**config.mk**
```make
export PLATFORM = sky130hd
export DESIGN_NAME = freq_meter_flat
export DESIGN_NICKNAME = d
export VERILOG_FILES = /design/src/rtl/freq_meter_if.sv /design/src/rtl/freq_meter.sv /design/src/flat_wrapper.sv
export SDC_FILE = /design/constraint.sdc
export NUM_CORES = 1
export LEC_CHECK = 0
export BUFFER_PORTS_ARGS = -buffer_cell sky130_fd_sc_hd__buf_4
export CORE_ASPECT_RATIO = 1.4
export CORE_UTILIZATION = 52
export CTS_CLUSTER_DIAMETER = 120
export DETAILED_ROUTE_END_ITERATION = 6
export PLACE_DENSITY = 0.67
export SETUP_SLACK_MARGIN = 0.2
export SYNTH_ARGS = -nofsm -noshare
export SYNTH_HDL_FRONTEND = slang
export SYNTH_SLANG_ARGS = --single-unit
```
**constraint.sdc**
```tcl
create_clock -name clk_16_384m -period 3.3 [get_ports clk_16_384m]
set_input_delay 0.33 -clock clk_16_384m [delete_from_list [all_inputs] [get_ports clk_16_384m]]
set_output_delay 0.33 -clock clk_16_384m [all_outputs]
set_load 0.01 [all_outputs]
```
**src/rtl/freq_meter_if.sv**
```systemverilog
// Control/result bundle of the gated frequency meter: start request in, measurement result out.
interface freq_meter_if #(
  parameter int CNT_W = 16
);
  logic             start;
  logic             busy;
  logic [CNT_W-1:0] edge_cnt;
  logic             meas_valid;
  logic             overflow;
  logic             timeout;
  logic             in_range;

  modport master (
    output start,
    input  busy, edge_cnt, meas_valid, overflow, timeout, in_range
  );

  modport slave (
    input  start,
    output busy, edge_cnt, meas_valid, overflow, timeout, in_range
  );
endinterface

```
**src/rtl/freq_meter.sv**
```systemverilog
// Gated frequency meter: counts synchronized rising edges of sig_in over GATE_CYCLES clocks aligned to the first edge.
// Optional macro RANGE_CHECK_EN builds the CNT_LO..CNT_HI window comparator driving in_range.
module freq_meter #(
  parameter int GATE_CYCLES = 16384,
  parameter int CNT_W       = 16,
  parameter int SYNC_STAGES = 2,
  parameter int CNT_LO      = 0,
  parameter int CNT_HI      = 65535
) (
  input  logic          clk_16_384m,
  input  logic          rst_n,
  input  logic          sig_in,
  freq_meter_if.slave   bus
);

  localparam int              GC_W    = $clog2(GATE_CYCLES + 1);
  localparam logic [GC_W-1:0] GC_LAST = GC_W'(GATE_CYCLES - 1);

  typedef enum logic [1:0] {
    IDLE = 2'd0,
    ARM  = 2'd1,
    GATE = 2'd2,
    DONE = 2'd3
  } state_t;

  state_t                 state_r;
  state_t                 state_nxt_s;
  logic [SYNC_STAGES-1:0] sync_r;
  logic                   sync_d_r;
  logic                   rise_s;
  logic [CNT_W-1:0]       acc_r;
  logic [CNT_W-1:0]       acc_nxt_s;
  logic [GC_W-1:0]        gcnt_r;
  logic [GC_W-1:0]        gcnt_nxt_s;
  logic                   ovf_r;
  logic                   ovf_nxt_s;
  logic                   tmo_r;
  logic                   tmo_nxt_s;
  logic                   busy_r;
  logic                   valid_r;
  logic [CNT_W-1:0]       edge_cnt_r;
  logic                   ovf_out_r;
  logic                   tmo_out_r;

  // Input synchronizer plus one delay flop for rising-edge detection
  always_ff @(posedge clk_16_384m or negedge rst_n) begin
    if (!rst_n) begin
      sync_r   <= {SYNC_STAGES{1'b0}};
      sync_d_r <= 1'b0;
    end else begin
      sync_r   <= {sync_r[SYNC_STAGES-2:0], sig_in};
      sync_d_r <= sync_r[SYNC_STAGES-1];
    end
  end

  assign rise_s = sync_r[SYNC_STAGES-1] & ~sync_d_r;

  // FSM state and measurement working registers
  always_ff @(posedge clk_16_384m or negedge rst_n) begin
    if (!rst_n) begin
      state_r <= IDLE;
      acc_r   <= {CNT_W{1'b0}};
      gcnt_r  <= {GC_W{1'b0}};
      ovf_r   <= 1'b0;
      tmo_r   <= 1'b0;
    end else begin
      state_r <= state_nxt_s;
      acc_r   <= acc_nxt_s;
      gcnt_r  <= gcnt_nxt_s;
      ovf_r   <= ovf_nxt_s;
      tmo_r   <= tmo_nxt_s;
    end
  end

  // Next-state logic; the gate counter doubles as the ARM timeout counter
  always_comb begin
    state_nxt_s = state_r;
    acc_nxt_s   = acc_r;
    gcnt_nxt_s  = gcnt_r;
    ovf_nxt_s   = ovf_r;
    tmo_nxt_s   = tmo_r;
    case (state_r)
      IDLE: begin
        if (bus.start) begin
          state_nxt_s = ARM;
          acc_nxt_s   = {CNT_W{1'b0}};
          gcnt_nxt_s  = {GC_W{1'b0}};
          ovf_nxt_s   = 1'b0;
          tmo_nxt_s   = 1'b0;
        end else begin
          state_nxt_s = IDLE;
        end
      end
      ARM: begin
        if (rise_s) begin
          state_nxt_s = GATE;
          gcnt_nxt_s  = {GC_W{1'b0}};
        end else if (gcnt_r == GC_LAST) begin
          state_nxt_s = DONE;
          acc_nxt_s   = {CNT_W{1'b0}};
          tmo_nxt_s   = 1'b1;
        end else begin
          gcnt_nxt_s  = gcnt_r + GC_W'(1);
        end
      end
      GATE: begin
        gcnt_nxt_s = gcnt_r + GC_W'(1);
        // A rise that would wrap the accumulator is dropped and flagged instead
        if (rise_s && (&acc_r)) begin
          ovf_nxt_s = 1'b1;
        end else if (rise_s) begin
          acc_nxt_s = acc_r + CNT_W'(1);
        end else begin
          acc_nxt_s = acc_r;
        end
        if (gcnt_r == GC_LAST) begin
          state_nxt_s = DONE;
        end else begin
          state_nxt_s = GATE;
        end
      end
      DONE:    state_nxt_s = IDLE;
      default: state_nxt_s = IDLE;
    endcase
  end

  // Result registers load on entry to DONE so they change together with meas_valid
  always_ff @(posedge clk_16_384m or negedge rst_n) begin
    if (!rst_n) begin
      busy_r     <= 1'b0;
      valid_r    <= 1'b0;
      edge_cnt_r <= {CNT_W{1'b0}};
      ovf_out_r  <= 1'b0;
      tmo_out_r  <= 1'b0;
    end else begin
      busy_r  <= (state_nxt_s == ARM) || (state_nxt_s == GATE);
      valid_r <= (state_nxt_s == DONE);
      if (state_nxt_s == DONE) begin
        edge_cnt_r <= acc_nxt_s;
        ovf_out_r  <= ovf_nxt_s;
        tmo_out_r  <= tmo_nxt_s;
      end
    end
  end

`ifdef RANGE_CHECK_EN
  logic in_range_r;

  // Window comparator, qualified by a clean (non-saturated, non-timed-out) result
  always_ff @(posedge clk_16_384m or negedge rst_n) begin
    if (!rst_n) begin
      in_range_r <= 1'b0;
    end else if (state_nxt_s == DONE) begin
      in_range_r <= (int'(acc_nxt_s) >= CNT_LO) && (int'(acc_nxt_s) <= CNT_HI) &&
                    !ovf_nxt_s && !tmo_nxt_s;
    end
  end

  assign bus.in_range = in_range_r;
`else
  logic unused_range_s;
  assign unused_range_s = (CNT_LO > CNT_HI);
  assign bus.in_range   = 1'b0;
`endif

  assign bus.busy       = busy_r;
  assign bus.meas_valid = valid_r;
  assign bus.edge_cnt   = edge_cnt_r;
  assign bus.overflow   = ovf_out_r;
  assign bus.timeout    = tmo_out_r;

endmodule

```
**src/flat_wrapper.sv**
```systemverilog
// flat-port wrapper written by rule: the top's interface ports become plain ports
module freq_meter_flat 
#(
  parameter int GATE_CYCLES = 16384,
  parameter int CNT_W       = 16,
  parameter int SYNC_STAGES = 2,
  parameter int CNT_LO      = 0,
  parameter int CNT_HI      = 65535
)
  (clk_16_384m, rst_n, sig_in, bus_start, bus_busy, bus_edge_cnt, bus_meas_valid, bus_overflow, bus_timeout, bus_in_range);
  freq_meter_if #(.CNT_W(CNT_W)) bus_i ();
  input  logic clk_16_384m;
  input  logic rst_n;
  input  logic sig_in;
  input wire logic [$bits(bus_i.start)-1:0] bus_start;
  output wire logic [$bits(bus_i.busy)-1:0] bus_busy;
  output wire logic [$bits(bus_i.edge_cnt)-1:0] bus_edge_cnt;
  output wire logic [$bits(bus_i.meas_valid)-1:0] bus_meas_valid;
  output wire logic [$bits(bus_i.overflow)-1:0] bus_overflow;
  output wire logic [$bits(bus_i.timeout)-1:0] bus_timeout;
  output wire logic [$bits(bus_i.in_range)-1:0] bus_in_range;
  assign bus_i.start = bus_start;
  assign bus_busy = bus_i.busy;
  assign bus_edge_cnt = bus_i.edge_cnt;
  assign bus_meas_valid = bus_i.meas_valid;
  assign bus_overflow = bus_i.overflow;
  assign bus_timeout = bus_i.timeout;
  assign bus_in_range = bus_i.in_range;
  freq_meter #(.GATE_CYCLES(GATE_CYCLES), .CNT_W(CNT_W), .SYNC_STAGES(SYNC_STAGES), .CNT_LO(CNT_LO), .CNT_HI(CNT_HI)) u_core (.clk_16_384m(clk_16_384m), .rst_n(rst_n), .sig_in(sig_in), .bus(bus_i));
endmodule
```
## Word-level counts from Yosys, hierarchy flattened

Index checks and enable logic that the tools add are counted.

- Bits in registers: 58
- Output and inout port bits: 21
- Word-level logic and storage cells: 53

- Add/subtract/negate cells: 2
- Equality and inequality tests: 9
- Multiplexer cells: 22
- Bitwise operators: 2
- Reductions and logical operators: 6

Operators with widths:

| operator | count |
|---|---|
| two-way mux 16 bit | 5 |
| one-hot mux 16 bit (3 select lines) | 1 |
| two-way mux 15 bit | 3 |
| one-hot mux 15 bit (3 select lines) | 1 |
| adder 16 x 1 -> 16 bit (second input constant) | 1 |
| AND reduction 16 bit | 1 |
| adder 15 x 1 -> 15 bit (second input constant) | 1 |
| equality test 15 x 14 -> 1 bit (second input constant) | 1 |
| equality test 2 bit (second input constant) | 4 |
| one-hot mux 2 bit (4 select lines) | 1 |
| two-way mux 1 bit | 7 |
| equality test 2 x 1 -> 1 bit (second input constant) | 2 |
| two-way mux 2 bit | 2 |
| one-hot mux 1 bit (2 select lines) | 2 |
| != test 3 x 2 -> 1 bit (second input constant) | 1 |
| AND reduction 3 bit | 1 |
| nonzero test 3 bit | 1 |
| zero test 2 bit | 1 |
| != test 2 bit (second input constant) | 1 |
| bitwise AND 1 bit | 1 |
| logical AND 1 bit | 1 |
| logical OR 1 bit | 1 |
| NOT 1 bit | 1 |

## Depth between registers and ports, before layout

- Depth in word-level cells: 6
- Gate-level depth with buffers: 11

## Worst setup path before layout

Ideal clock, no wire load.

- Path kind: reg2reg
- Start: reg u_core.gcnt_r[0]
- End: reg u_core.edge_cnt_r[11], in the netlist u_core.bus.edge_cnt[11]
- Arrival time: 2554 ps
- Required time: 3150 ps
- Slack: 596 ps
- Cell stages (with the launch flop): 10
- Buffers on the path: 2
- Period minus slack after synthesis: 2704 ps
- Cells stage by stage: dfrtp_1 ha_1 nand3_1 nor4_4 a21oi_1 o31ai_1 ha_1 clkbuf_1 clkbuf_1 a41oi_1

- Longest elaborated chain between the ends: 5
- Elaborated cells on any way between the ends: 9
- Classes of those cells: 2 x eq/ne; 7 x mux

Ends and longest elaborated chain:

| what | RTL line | RTL |
|---|---|---|
| from (decl) | freq_meter.sv:33 | `logic [GC_W-1:0] gcnt_r;` |
| from (signal assigned) | freq_meter.sv:63 | `gcnt_r <= {GC_W{1'b0}};` |
| from (signal assigned) | freq_meter.sv:69 | `gcnt_r <= gcnt_nxt_s;` |
| equality test 15 x 14 -> 1 bit * | freq_meter.sv:98, freq_meter.sv:116 |  |
| two-way mux 2 bit | freq_meter.sv:98 | `end else if (gcnt_r == GC_LAST) begin` |
| two-way mux 2 bit | freq_meter.sv:95 | `if (rise_s) begin` |
| one-hot mux 2 bit (4 select lines) * | freq_meter.sv:82 | `case (state_r)` |
| net u_core.state_nxt_s[0] | freq_meter.sv:27 | `state_t state_nxt_s;` |
| equality test 2 bit * | freq_meter.sv:138 | `if (state_nxt_s == DONE) begin` |
| to (signal assigned) | freq_meter.sv:132 | `edge_cnt_r <= {CNT_W{1'b0}};` |
| to (signal assigned) | freq_meter.sv:139 | `edge_cnt_r <= acc_nxt_s;` |
| to (decl) | freq_meter.sv:41 | `logic [CNT_W-1:0] edge_cnt_r;` |

The timed path passes the listed nets; every way through them passes the cells marked *.
A chain may end at the register's enable or synchronous reset.

## Worst setup path in the final report

- Start: reg u_core.gcnt_r[0]
- End: reg u_core.edge_cnt_r[9], in the netlist u_core.bus.edge_cnt[9]

The elaborated chain is that of the path after synthesis.

==> results.json <==
{
  "outcome": "finished, final reports clean",
  "path_max_fanout": 10,
  "fmax_mhz": 352,
  "synth_cell_type_count": 54,
  "place_congestion": 0.854,
  "wirelength_um": 7090,
  "critical_path_class": "flip-flop to flip-flop",
  "synth_area_leaders": "dfrtp_1 47%, nand2_1 4.1%, nor2_1 3.8%",
  "grt_start_max_net_pins": 59,
  "filler_cell_count": 492,
  "clkTransAtPathRegs_ns": 0.06,
  "die_x_um": 67.1,
  "rsz0062_at_grt": "no",
  "max-cap-violations": 0,
  "synthCells": 328,
  "num_vias": 2627,
  "initial_core_util_pct": 55.0,
  "synth_fp_nets": 340,
  "area_growth_pct": 14.8,
  "clkLatencyLatePin_ns": 0.34,
  "yosysTopAreaCellShare_pct": 47.1,
  "setup_violations": 0,
  "first_pass_iters": 4,
  "r2r-start": "u_core.gcnt_r[0]",
  "fin_crit_ns": 2.84,
  "cp_common_cell": "o31ai_1",
  "antenna_found_initial": 0,
  "power_w": 0.00260,
  "maxSlewViolCount": 0,
  "crit_chain": "ha_1 -> nand3_1 -> nor4_4 -> a21oi_1 -> o31ai_1 -> ha_2 -> inv_1 -> nor3_1 -> a32oi_1 -> o31ai_1",
  "rows": 32,
  "cp-start-kind": "flip-flop",
  "syn-cell-area_mm2": 0.00308,
  "synth_ff_type": "dfrtp_1",
  "post-place-ws_ns": 0.305,
  "drive_above_1_share_pct": 16.5,
  "htree_levels": 3,
  "critPathLaunch": "u_core.gcnt_r[0]",
  "period_share_pct": 86.1,
  "drc": 0,
  "grt_util_all_layers_pct": 25.9,
  "tightest_slew_ns": 0.716,
  "finalClockSkew_ns": 0.00556,
  "routed_via_density": 6.18,
  "grt_pass1_vias": 2569,
  "die_area_mm2": 0.00624,
  "final_common_cell": "dfrtp_1",
  "clock_tree.root_cell": "clkbuf_8",
  "cts_tree": "yes",
  "slew_headroom_pct": 52.2,
  "hpwl_um": 5000,
  "grt_pass1_wl_um": 12100,
  "io_pins": 25,
  "insertedDiodeCount": 0,
  "slowest_delay_ns": 0.43,
  "drt_iter0_markers": 189,
  "fin_tns_setup_ns": 0,
  "synth_edf_count": 0,
  "synth_seq_area_share_pct": 47.1,
  "critPathArrivalTime_ns": 3.09,
  "setup.worst_path.end_class": "flip-flop",
  "synth_seq_cells": 58,
  "cts_buffers": 9,
  "fin_ws_ns": 0.458,
  "hold_viol": 0,
  "max-clock-path-buffers": 2,
  "min_path_type": "input pin to asynchronous set/reset pin",
  "ys_warn_count": 0,
  "post_drt_wl_per_cell_um": 16.7,
  "critPathSlowestCell": "o31ai_1",
  "peakVddDrop_uv": 515,
  "fin_nets": 364,
  "synth_area_leader_cell": "dfrtp_1",
  "fp.dieH_um": 93.1,
  "post_synth.cell_area_avg_um2": 9.40,
  "layout_common_cells": "58 x dfrtp_1, 34 x nand2_1, 31 x nor2_1",
  "clock-sinks": 58,
  "leakage_nw": 1.60,
  "overflow": 0,
  "ant_nets": 0,
  "core_area_mm2": 0.00561,
  "power_density_mw_per_mm2": 735,
  "hold_buffers": 0,
  "ys_async_sr_fraction_pct": 100,
  "cp.required_ns": 3.55,
  "portBuffers": 23
}
routing by layer:
layer	vias to the layer above	track usage [%]	routed length (µm)
li1	1267	-	-
met1	1278	30.4	3000
met2	65	43.9	3660
met3	17	5.61	250
met4	0	11.5	182
met5	-	0	0
synthesized netlist by cell type (3+ instances only):
cell        n
a21o_1      4
a21oi_1    16
a22o_1      8
a31oi_1    10
a41oi_1     6
and3_1      5
buf_2       4
clkbuf_1   11
dfrtp_1    58
ha_1        8
inv_1      12
mux2_2      3
nand2_1    34
nand2b_1    3
nand3_1    19
nand4_1     8
nor2_1     31
nor2b_1     4
nor3_1      4
o21ai_0    19
o21ai_1     3
o2bb2ai_1   4
o31ai_1     3
or3_1       3
or4_1       7
cell families (layout without fill, tap and decap cells):
kind of cell / count (synthesis) / in the layout / synth area share, %
compound gates: 94 / 94 / 21.2
fa+ha+maj: 8 / 8 / 3.25
buf+inv: 28 / 57 / 3.69
flops: 58 / 58 / 47.1
mux: 5 / 5 / 1.91
other cells: 1 / 1 / 0.122
simple gates: 134 / 134 / 22.8
power by group:
| group | leakage (nW) | switching, W | internal (W) | total, W |
|---|---|---|---|---|
| clock | 0.109 | 0.000285 | 0.000443 | 0.000728 |
| sequential | 0.773 | 0.0000956 | 0.000839 | 0.000934 |
| combinational | 0.714 | 0.000549 | 0.000391 | 0.000939 |
| total | 1.60 | 0.000929 | 0.00167 | 0.00260 |
through the flow:
step	instance area (µm²)	utilization (%)	hold WS, ns	instances
floorplan	3080	-	0.0344	328
global placement	3320	59.2	0.333	409
detailed placement	3320	59.2	0.346	409
CTS	3530	63.1	0.0681	425
global route	3540	63.1	0.0828	425
finish	3540	63.1	0.0491	425
timing repair:
| action | 4_1_cts | 5_1_grt |
|---|---|---|
| buffers inserted | 0 | 0 |
| setup endpoints to repair | 0 | 11 |
| gates resized for setup | 0 | 1 |
sequential cells by signal (all words and copies together) (netlist names):
signal                 flops
u_core.bus.timeout         1
u_core.bus.edge_cnt       16
u_core.bus.busy            1
u_core.sync_d_r            1
u_core.sync_r              2
u_core.ovf_r               1
u_core.tmo_r               1
u_core.gcnt_r             15
u_core.bus.overflow        1
u_core.bus.meas_valid      1
u_core.state_r             2
u_core.acc_r              16
worst paths after layout:
check                                          to  slack, ns  cells after the start
max                        u_core.bus.edge_cnt[9]       0.46                     10
min                        u_core.bus.edge_cnt[2]       0.05                      1
max reg2reg                u_core.bus.edge_cnt[9]       0.46                     10
min reg2reg                      u_core.sync_r[1]       0.36                      0
max in group asynchronous        u_core.gcnt_r[3]       2.78                      1
min in group clk_16_384m         u_core.sync_r[0]       0.09                      1
critical path, delay by kind of cell (launching register included):
kind,cells,cell delay (ns)
fa+ha+maj,2,0.61
flops,1,0.41
simple gates,3,0.82
compound gates,4,0.76
buf+inv,1,0.15
cell type report:
class | count | area [µm²] | share of cell area, %
Timing Repair Buffer | 29 | 218 | 6.15
Multi-Input combinational cell | 242 | 1520 | 42.9
Clock buffer | 11 | 141 | 4.00
Tap cell | 68 | 85.1 | 2.41
Inverter | 12 | 45.0 | 1.27
Sequential cell | 58 | 1450 | 41.0
Clock inverter | 5 | 77.6 | 2.19
(Power assumes the default switching activity.)
